[src/rtl/instr_fetch_ctrl.sv]
// instr_fetch_ctrl: issues instruction-memory reads over valid/ready and strobes the fetched word into the IR.
module instr_fetch_ctrl #(
    parameter int ADDR_W  = 32,
    parameter int TIMEOUT = 16
) (
    input  logic              clk,
    input  logic              rst,
    input  logic              fetch_req,
    input  logic [ADDR_W-1:0] pc_in,
    input  logic              flush,
    output logic              im_rd,
    output logic [ADDR_W-1:0] im_addr,
    input  logic              im_ready,
    input  logic [31:0]       im_rdata,
    output logic [31:0]       im_dout,
    output logic              IRwr,
    output logic              busy,
    output logic              misalign,
    output logic              bus_err
);
    typedef enum logic [1:0] {IDLE, REQ, DRAIN} state_t;

    state_t            state_q, state_d;
    logic              rd_q, rd_d, irwr_q, irwr_d, busy_q, busy_d;
    logic              mis_q, mis_d, berr_q, berr_d;
    logic [ADDR_W-1:0] addr_q, addr_d;
    logic [31:0]       dout_q, dout_d;
    logic [7:0]        cnt_q, cnt_d;

    always_comb begin
        state_d = state_q;
        rd_d    = rd_q;
        addr_d  = addr_q;
        dout_d  = dout_q;
        cnt_d   = cnt_q;
        irwr_d  = 1'b0;
        mis_d   = 1'b0;
        berr_d  = 1'b0;
        if (state_q == IDLE) begin
            if (fetch_req && pc_in[1:0] == 2'b00) begin
                addr_d  = pc_in;
                rd_d    = 1'b1;
                cnt_d   = '0;
                state_d = REQ;
            end else if (fetch_req) begin
                mis_d = 1'b1;
            end
        end else if (im_ready) begin
            rd_d    = 1'b0;
            state_d = IDLE;
            if (state_q == REQ && !flush) begin
                dout_d = im_rdata;
                irwr_d = 1'b1;
            end
        end else if (cnt_q == 8'(TIMEOUT - 1)) begin
            berr_d  = 1'b1;
            rd_d    = 1'b0;
            state_d = IDLE;
        end else begin
            // the request stays on the bus while draining; it cannot be withdrawn
            cnt_d   = cnt_q + 8'd1;
            state_d = (state_q == REQ && flush) ? DRAIN : state_q;
        end
        busy_d = (state_d != IDLE);
    end

    always_ff @(posedge clk) begin
        if (rst) begin
            state_q <= IDLE;
            rd_q    <= 1'b0;
            addr_q  <= '0;
            dout_q  <= '0;
            cnt_q   <= '0;
            irwr_q  <= 1'b0;
            busy_q  <= 1'b0;
            mis_q   <= 1'b0;
            berr_q  <= 1'b0;
        end else begin
            state_q <= state_d;
            rd_q    <= rd_d;
            addr_q  <= addr_d;
            dout_q  <= dout_d;
            cnt_q   <= cnt_d;
            irwr_q  <= irwr_d;
            busy_q  <= busy_d;
            mis_q   <= mis_d;
            berr_q  <= berr_d;
        end
    end

    assign im_rd    = rd_q;
    assign im_addr  = addr_q;
    assign im_dout  = dout_q;
    assign IRwr     = irwr_q;
    assign busy     = busy_q;
    assign misalign = mis_q;
    assign bus_err  = berr_q;
endmodule

[config.mk]
export PLATFORM = sky130hd
export DESIGN_NAME = instr_fetch_ctrl
export DESIGN_NICKNAME = d
export VERILOG_FILES = /design/src/rtl/instr_fetch_ctrl.sv
export SDC_FILE = /design/constraint.sdc
export NUM_CORES = 1
export LEC_CHECK = 0
export BUFFER_PORTS_ARGS = -buffer_cell sky130_fd_sc_hd__buf_4
export CAP_MARGIN = 40
export CORE_ASPECT_RATIO = 0.9
export CORE_MARGIN = 3
export CORE_UTILIZATION = 49
export DETAILED_ROUTE_END_ITERATION = 8
export GPL_ROUTABILITY_DRIVEN = 0
export HOLD_SLACK_MARGIN = 0.12
export PLACE_DENSITY = 0.91
export SYNTH_ARGS = -nofsm -noshare
export SYNTH_HDL_FRONTEND = slang
export SYNTH_SLANG_ARGS = --single-unit
[constraint.sdc]
create_clock -name clk -period 5.15 [get_ports clk]
set_clock_uncertainty 0.2 [all_clocks]
set_input_delay 1.2875 -clock clk [delete_from_list [all_inputs] [get_ports clk]]
set_output_delay 1.2875 -clock clk [all_outputs]
set_load 0.02 [all_outputs]
==> key figures, run 1 <==
Critical path
  • CP Data Required Time: 5.20 ns
  • Worst Setup End Kind: flop
  • Critical path arrival: 2.50 ns
  • CP startpoint kind: input pin
  • Crit-path cells: buf_4 > nor2_1 > and3_1 > buf_16 > nor2_1 > a211oi_1
  • R2R depth: 5
  • Reg-to-reg setup timing slack: between 2 and 3 ns
  • Crit path kind: in -> reg
  • Max FO, Critical Path: 25
  • Crit-path slowest cell: and3_1
  • Worst stage delay on the critical path: 0.46 ns
  • Most used cell, CP: nor2_1

Pwr
  • Comb pwr share: 0.093
  • Internal: approximately 930 uW
  • Clock Power Share: 0.393
  • Psw: 289 uW
  • Max VDD drop: 0.208 mV
  • Switching Fraction: 0.236
  • PnR Total Power: 1.22 mW
  • Flop pwr share: 0.514
  • Pwr per Cell Area: 295 mW/mm^2
  • Static leakage: 1.74 nW

Yosys
  • Top area cells in the synthesized netlist: dfxtp_1, nand2_1, a21oi_1
  • Register area share after synthesis: 0.549
  • Post-Syn Area: ~0.0029 sq mm
  • Avg Cell Area, Syn: around 8.1 sq um
  • Yosys reg bits: 79
  • EDFF count, synth: 0
  • Top_reg_cell synth: dfxtp_1
  • Synth area leader: dfxtp_1
  • Total nets after synthesis: 427
  • Post-synth ARST share: 0
  • Synth cell count leaders: nand2_1, dfxtp_1, a21oi_1, clkbuf_1
  • Top-count cell post-synth: nand2_1
  • Unique masters post-synth: 32
  • Ys Warns: 0
  • Synth top area share: 0.549
  • Mapped Cells: 357

Clocking
  • Worst-path clk slew: 0.07 ns
  • Skew-Pair Late Insertion Delay: 0.34 ns
  • Hold Buf Count CTS: 0
  • Post-cts sizing count: 0
  • Post-CTS Setup Inserts: 0
  • CTS buffer count: 9
  • CTS tree: yes
  • # H-tree levels: 3
  • Root buf cell: clkbuf_8
  • Sink Count: 79
  • Max clock buf depth: 2

Global routing
  • GRT overflow: 0
  • Total GRT Usage: 0.226
  • First-pass GRT wire length: 12200 um
  • Largest net degree at the start of global routing: 83
  • Vias in the first global route: 2706
  • Initial antenna violation count: 0

Timing
  • Final slew viol count: 0
  • Setup TNS: 0 ns
  • Post-route minimum period: 2.44 ns
  • Final setup vio count: 0
  • Slew @ Worst Pin: 0.804 ns
  • Unrepaired setup endpoints after global routing: no
  • Slew HR: 0.464
  • Top achievable clock speed: 409 MHz
  • Setup slack after layout: about 2.7 ns
  • Final hold vios: 0
  • Final worst path period share: 0.474

Hold path
  • Hold Crit Depth: 2
  • Hold Path Class: reg -> reg

Status
  • Status: finished clean

Route
  • Final wirelength: between 7000 and 8000 um
  • Drt first pass iters: 4
  • Vias per cell: 5.24
  • DR WL/cell: ~14 um
  • DRC viols: 0
  • DR iter-0 viols: 160
  • Vias: 2896
  • Antenna Violating Nets Remaining: 0

Floorplan
  • Core Area: ~0.0055 sq mm
  • Initial Util: 0.526
  • Die span in y: approximately 80 um
  • Io pins: 138
  • Die Width: 86.8 um
  • Die area: 0.00684 sq mm
  • FP Rows: 25

Flow run
  • Max-cap violations: 0

Final layout
  • Fill cells: between 300 and 400
  • Nets@finish: 551
  • Layout cells sized above 1: 0.331
  • Ant diodes: 0
  • Area grow syn2layout: 44.0%
  • Final core utilization: 0.758

Place
  • Pre-CTS WS: 2.37 ns
  • Port bufs: 137
  • Post-DP HPWL: 5560 um
## critical path: cells and delay by family
family | cells | cell delay (ns)
and+or+nand+nor | 3 | 0.68
buffers and inverters | 2 | 0.32
AOI/OAI and AO/OA | 1 | 0.20
## through the flow
step	hold slack [ns]	instance area, sq um	cells
final	0.256	4150	553
after detailed placement	0.247	3940	537
after global routing	0.283	4150	553
after CTS	0.257	4150	553
after global placement	0.242	3910	536
after floorplan	0.274	2880	357
## power groups by stage
stage | clock network (mW) | registers, mW | logic [mW]
2_1_floorplan | 0 | 0.655 | 0.0343
3_3_place_gp | 0 | 0.642 | 0.109
3_5_place_dp | 0 | 0.643 | 0.114
4_1_cts | 0.491 | 0.628 | 0.114
5_1_grt | 0.521 | 0.630 | 0.123
6_report | 0.481 | 0.629 | 0.114
## kinds of logic (layout without fill, tap and decap cells)
family                     count (synthesis)  after routing  share of synthesized area
AOI/OAI and AO/OA                         84             84                      0.157
adders and majority gates                  1              1                    0.00434
buffers and inverters                     28            157                     0.0430
DFF                                       79             79                      0.549
muxes                                      2              2                    0.00695
and+or+nand+nor                          163            163                      0.240
## flip-flops by register name (all words and copies together) (netlist names)
signal	cells
im_rd	1
im_dout	32
im_addr	32
busy	1
IRwr	1
cnt_q	8
bus_err	1
state_q	2
misalign	1
## layout make-up
| cell class | count | area (sq um) | share of cell area |
|---|---|---|---|
| flip-flops and latches | 79 | 1580 | 0.381 |
| multi-input cells | 250 | 1190 | 0.287 |
| repair buffers | 141 | 1080 | 0.260 |
| clock buffers | 11 | 151 | 0.0365 |
| well taps | 67 | 83.8 | 0.0202 |
| clock inverters | 5 | 63.8 | 0.0154 |
## cells in the final DEF, fill, tap and decap left out, types with 2 or more instances in the layout
master	instances
a21oi_1	71
and3_1	2
buf_4	140
clkbuf_8	11
dfxtp_1	79
inv_6	2
mux2i_1	2
nand2_1	129
nand2b_1	4
nand3_1	6
nand4b_1	2
nor2_1	6
nor3_1	4
nor3b_1	2
nor4_1	2
o21ai_0	3
o32ai_1	2
## path summary, 6_finish.rpt
kind / startpoint / end
worst max-delay path: pc_in[0] / im_rd$_SDFFE_PP0P_
worst min-delay path: im_addr[26]$_SDFFE_PP0P_ / im_addr[26]$_SDFFE_PP0P_
worst max register to register: state_q[1]$_SDFF_PP0_ / im_rd$_SDFFE_PP0P_
worst min register to register: im_addr[26]$_SDFFE_PP0P_ / im_addr[26]$_SDFFE_PP0P_
## per-layer routing
layer	up-vias	track usage	wire length (um)
met5	-	0	0
met4	0	0.0514	78
met3	13	0.122	1040
met2	155	0.379	3740
met1	1297	0.250	3010
li1	1431	-	-
Power figures use the tool's default switching activity.
==> inputs of run 2 (changes only) <==
Settings changed: CORE_UTILIZATION 49 to 41, PLACE_DENSITY 0.91 to 0.82.
Clock period 5.15 ns to 2 ns, I/O delays scaled along.
==> key figures, run 2 (same netlist as run 1, synthesis figures left out) <==
Critical path
  • Worst R2R Start: cnt_q[0]$_SDFFE_PP0P_
  • Delay-heaviest family, CP: simple AND/OR/NAND/NOR gates
  • Worst stage delay on the critical path: 0.39 ns (-0.07 ns)
  • CP startpoint kind: flop
  • Crit path kind: reg -> reg
  • Crit path launch: cnt_q[0]$_SDFFE_PP0P_
  • CP Data Required Time: 2.07 ns (-3.13 ns)
  • Crit-path slowest cell: or4_1
  • CP Buf/Inv Count: 0 (-2)
  • Worst Setup End Kind: flop
  • Max FO, Critical Path: 6 (-76%)
  • Crit-path cells: ha_4 > and3_4 > a211o_1 > or4_1 > a31oi_1
  • Critical path arrival: 1.87 ns (-0.63 ns)

Global routing
  • Largest net degree at the start of global routing: 44 (-47%)
  • Total GRT Usage: 0.183 (-0.0429)
  • Initial antenna violation count: 0 (unchanged)
  • Vias in the first global route: 2686 (-0.74%)
  • First-pass GRT wire length: 11900 um (-3.0%)
  • GRT overflow: 0 (unchanged)

Hold path
  • Hold Path Origin: fetch_req
  • Hold Path Class: in -> reg

Clocking
  • Worst-path clk slew: 0.08 ns (about the same)
  • Hold Buf Count CTS: 0 (unchanged)
  • Skew-Pair Late Insertion Delay: 0.33 ns (about the same)
  • Root buf cell: clkbuf_8
  • Post-cts sizing count: 0 (unchanged)
  • # H-tree levels: 3 (unchanged)
  • CTS tree: yes
  • Sink Count: 79 (unchanged)
  • CTS buffer count: 9 (unchanged)
  • Post-CTS Setup Inserts: 0 (unchanged)
  • Max clock buf depth: 2 (unchanged)

Pwr
  • Flop pwr share: 0.487 (-0.027)
  • Clock Power Share: 0.423 (+0.030)
  • Pwr per Cell Area: 775 mW/mm^2 (+160%)
  • PnR Total Power: 3.32 mW (+170%)
  • Switching Fraction: 0.220 (-0.0166)
  • Psw: 730 uW (+150%)
  • Internal: 2.59 mW (+180%)
  • Max VDD drop: 0.498 mV (+140%)
  • Static leakage: 1.79 nW (+2.5%)
  • Comb pwr share: 0.090 (-0.003)

Route
  • DR iter-0 viols: 69 (-57%)
  • DRC viols: 0 (unchanged)
  • Antenna Violating Nets Remaining: 0 (unchanged)
  • Vias: 2845 (-1.8%)
  • Final wirelength: 7360 um (-6.6%)
  • Drt first pass iters: 4 (unchanged)
  • DR WL/cell: 12.6 um (-11%)
  • Vias per cell: 4.89 (-6.7%)

Timing
  • Final worst path period share: 0.900
  • Unrepaired setup endpoints after global routing: no
  • Final hold vios: 0 (unchanged)
  • Top achievable clock speed: 556 MHz
  • Post-route minimum period: 1.80 ns
  • Setup slack after layout: 0.201 ns (-2.51 ns)
  • Slew HR: 0.699 (+0.234)
  • Final slew viol count: 0 (unchanged)
  • Slew @ Worst Pin: 0.452 ns (-0.351 ns)
  • Final setup vio count: 0 (unchanged)
  • Setup TNS: 0 ns (unchanged)

Final layout
  • Final cell count without fillers: 582 (+5.2%)
  • Ant diodes: 0 (unchanged)
  • Commonest cells after routing, fill and taps aside: buf_4, nand2_1, dfxtp_1
  • Post-route cell area: 0.00429 sq mm (+3.3%)
  • FF/Latch Area: 0.00158 sq mm (+0.16%)
  • Commonest non-fill, non-tap cell in the layout: buf_4
  • Area grow syn2layout: 48.7%
  • Nets@finish: 557 (+1.1%)
  • Multi-input gate area: 0.00120 sq mm (+1.1%)
  • Fill cells: 540 (+46%)
  • Layout cells sized above 1: 0.346 (+0.0143)

Floorplan
  • Die Width: 94.4 um (+8.7%)
  • Core Area: 0.00669 sq mm (+22%)
  • Die span in y: 85.5 um (+8.6%)
  • Io pins: 138 (unchanged)
  • Die area: 0.00807 sq mm (+18%)
  • Initial Util: 0.431 (-0.0958)
  • FP Rows: 28 (+12%)

Place
  • Post-DP HPWL: 5360 um (-3.5%)
  • Dpl cells: 566 (+5.4%)
  • Pre-CTS WS: 0.201 ns (-2.17 ns)
  • Area post-placement: 0.00404 sq mm (+2.7%)
  • Port bufs: 137 (unchanged)

Status
  • Status: finished clean

Flow run
  • Max-cap violations: 0 (unchanged)
-- run 2: power by group through the flow --
stage	sequential, mW	combinational, mW	clock (mW)
after floorplan	1.69	0.0884	0
after global placement	1.65	0.297	0
after detailed placement	1.66	0.300	0
after CTS	1.62	0.301	1.45
after global routing	1.62	0.323	1.51
final	1.62	0.300	1.40
-- run 2: worst register-to-register path: cells and delay by family, from the launching register on --
kind | cells | cell delay, ns
simple gates | 2 | 0.58
fa+ha+maj | 1 | 0.16
compound gates | 2 | 0.43
flops | 1 | 0.35
-- run 2: layer usage --
layer | GRT usage | up-vias | wire length [um]
met4 | 0.0604 | 0 | 98
met3 | 0.0851 | 12 | 791
met5 | 0 | - | 0
li1 | - | 1444 | -
met2 | 0.309 | 104 | 3450
met1 | 0.204 | 1285 | 3020
-- run 2: cell type report --
| cell class | instances | share of cell area |
|---|---|---|
| well taps | 90 | 0.0263 |
| repair buffers | 147 | 0.266 |
| multi-input cells | 250 | 0.281 |
| clock inverters | 7 | 0.0280 |
| flip-flops and latches | 79 | 0.370 |
| clock buffers | 9 | 0.0289 |
-- run 2: final timing paths --
| path | to | slack, ns | cells past startpoint |
|---|---|---|---|
| worst max-delay path | cnt_q[7]$_SDFFE_PP0P_ | 0.20 | 5 |
| worst min-delay path | misalign$_SDFF_PP0_ | 0.20 | 3 |
| worst max register to register | cnt_q[7]$_SDFFE_PP0P_ | 0.20 | 5 |
| worst min register to register | im_dout[31]$_SDFFE_PP0P_ | 0.26 | 2 |
-- run 2: metrics by stage --
step	util	hold slack (ns)
global placement	0.604	0.242
global route	0.640	0.185
floorplan	-	0.264
detailed placement	0.604	0.247
CTS	0.640	0.181
finish	0.640	0.199
==> inputs of run 3 (changes only) <==
Settings changed: PLACE_DENSITY 0.82 to 0.75.
==> key figures, run 3 (same netlist as run 1, synthesis figures left out) <==
Status
  • Status: finished clean

Floorplan
  • Core Area: 0.00669 sq mm (unchanged)
  • Initial Util: 0.431 (unchanged)
  • Io pins: 138 (unchanged)
  • Die span in y: 85.5 um (unchanged)
  • FP Rows: 28 (unchanged)
  • Die Width: 94.4 um (unchanged)
  • Die area: 0.00807 sq mm (unchanged)

Timing
  • Slew HR: 0.717 (+0.0187)
  • Unrepaired setup endpoints after global routing: no
  • Slew @ Worst Pin: 0.420 ns (-0.0319 ns)
  • Final setup vio count: 0 (unchanged)
  • Top achievable clock speed: 552 MHz (-0.69%)
  • Final hold vios: 0 (unchanged)
  • Final worst path period share: 0.906 (+0.00627)
  • Post-route minimum period: 1.81 ns (+0.0125 ns)
  • Setup TNS: 0 ns (unchanged)
  • Final slew viol count: 0 (unchanged)

Clocking
  • Post-cts sizing count: 0 (unchanged)
  • Worst-path clk slew: 0.08 ns (about the same)
  • Post-CTS Setup Inserts: 0 (unchanged)
  • Sink Count: 79 (unchanged)
  • CTS buffer count: 9 (unchanged)
  • # H-tree levels: 3 (unchanged)
  • Skew-Pair Late Insertion Delay: 0.33 ns (about the same)
  • Root buf cell: clkbuf_8
  • Max clock buf depth: 2 (unchanged)
  • CTS tree: yes
  • Hold Buf Count CTS: 0 (unchanged)

Pwr
  • Max VDD drop: 0.609 mV (+22%)
  • Static leakage: 1.76 nW (-1.6%)
  • Pwr per Cell Area: 728 mW/mm^2 (-6.1%)
  • PnR Total Power: 3.09 mW (-7.1%)

Place
  • Dpl cells: 566 (unchanged)
  • Post-DP HPWL: 5480 um (+2.3%)
  • Port bufs: 137 (unchanged)

Route
  • Drt first pass iters: 4 (unchanged)
  • DRC viols: 0 (unchanged)
  • Final wirelength: 7700 um (+4.6%)
  • Antenna Violating Nets Remaining: 0 (unchanged)
  • DR iter-0 viols: 162 (+130%)
  • Vias per cell: 4.91 (+0.53%)
  • Vias: 2860 (+0.53%)
  • DR WL/cell: 13.2 um (+4.6%)

Final layout
  • Commonest non-fill, non-tap cell in the layout: buf_4
  • FF/Latch Area: 0.00158 sq mm (unchanged)
  • Nets@finish: 557 (unchanged)
  • Commonest cells after routing, fill and taps aside: buf_4, nand2_1, dfxtp_1
  • Final cell count without fillers: 582 (unchanged)
  • Fill cells: 596 (+10%)
  • Final core utilization: 0.634 (-0.00673)
  • Multi-input gate area: 0.00120 sq mm (unchanged)
  • Ant diodes: 0 (unchanged)
  • Area grow syn2layout: 47.2%
  • Layout cells sized above 1: 0.343 (-0.00203)

Global routing
  • GRT overflow: 0 (unchanged)
  • First-pass GRT wire length: 12800 um (+7.7%)
  • Total GRT Usage: 0.196 (+0.0129)
  • Initial antenna violation count: 0 (unchanged)
  • Largest net degree at the start of global routing: 40 (-9.1%)
  • Vias in the first global route: 2873 (+7.0%)

Critical path
  • Crit-path slowest cell: or4_1
  • Crit-path cells: ha_4 > and3_4 > a211o_1 > or4_1 > a31oi_1
  • CP Data Required Time: 2.06 ns (about the same)
  • Crit path kind: reg -> reg
  • CP startpoint kind: flop
  • Critical path arrival: 1.88 ns (about the same)
  • Worst stage delay on the critical path: 0.41 ns (+0.02 ns)
  • Worst Setup End Kind: flop
  • Max FO, Critical Path: 6 (unchanged)

Hold path
  • Hold Path Class: in -> reg

Flow run
  • Max-cap violations: 0 (unchanged)
run 3: cell count changes in the layout (fill, tap and decap cells not counted):
cell / previous run / this run
clkbuf_8: 9 / 10
clkinvlp_4: 1 / 3
inv_6: 1 / 0
clkbuf_1: 0 / 1
clkinv_4: 1 / 0
bufinv_16: 3 / 1
run 3: worst paths after layout:
kind                                              start  depth (start not counted)                       to  slack, ns
worst max register to register    cnt_q[0]$_SDFFE_PP0P_                          5    cnt_q[7]$_SDFFE_PP0P_       0.19
worst max-delay path              cnt_q[0]$_SDFFE_PP0P_                          5    cnt_q[7]$_SDFFE_PP0P_       0.19
worst min register to register  im_dout[0]$_SDFFE_PP0P_                          2  im_dout[0]$_SDFFE_PP0P_       0.26
worst min-delay path                          fetch_req                          3      misalign$_SDFF_PP0_       0.20
run 3: where the power goes:
group	total [mW]	switching [mW]	internal [mW]	leakage, nW
combinational	0.301	0.143	0.158	1.03
sequential	1.62	0.0163	1.60	0.640
clock	1.17	0.560	0.609	0.0916
run 3: cell type report:
type / instances / share of cell area
clock buffers: 11 / 0.0333
multi-input cells: 250 / 0.284
repair buffers: 147 / 0.269
clock inverters: 5 / 0.0136
well taps: 90 / 0.0266
flip-flops and latches: 79 / 0.374
run 3: worst max-delay path: cells and delay by family, from the launching register on:
kind / cells / cell delay, ns
flops: 1 / 0.36
fa+ha+maj: 1 / 0.16
simple gates: 2 / 0.60
compound gates: 2 / 0.43
run 3: metrics by stage:
step | instance area [sq um] | hold slack, ns | setup slack, ns
2_1_floorplan | 2900 | 0.264 | 0.0497
3_5_place_dp | 4040 | 0.247 | 0.194
5_1_grt | 4240 | 0.183 | 0.139
4_1_cts | 4240 | 0.180 | 0.191
3_3_place_gp | 4040 | 0.242 | 0.245
6_report | 4240 | 0.204 | 0.188
run 3: routing by layer:
metal / wire length, um / GRT usage / share of wire / vias to the layer above
li1: - / - / - / 1442
met1: 3170 / 0.233 / 0.41 / 1295
met2: 3640 / 0.330 / 0.47 / 114
met3: 816 / 0.0825 / 0.11 / 9
met4: 68 / 0.0433 / 0.0088 / 0
met5: 0 / 0 / 0 / -
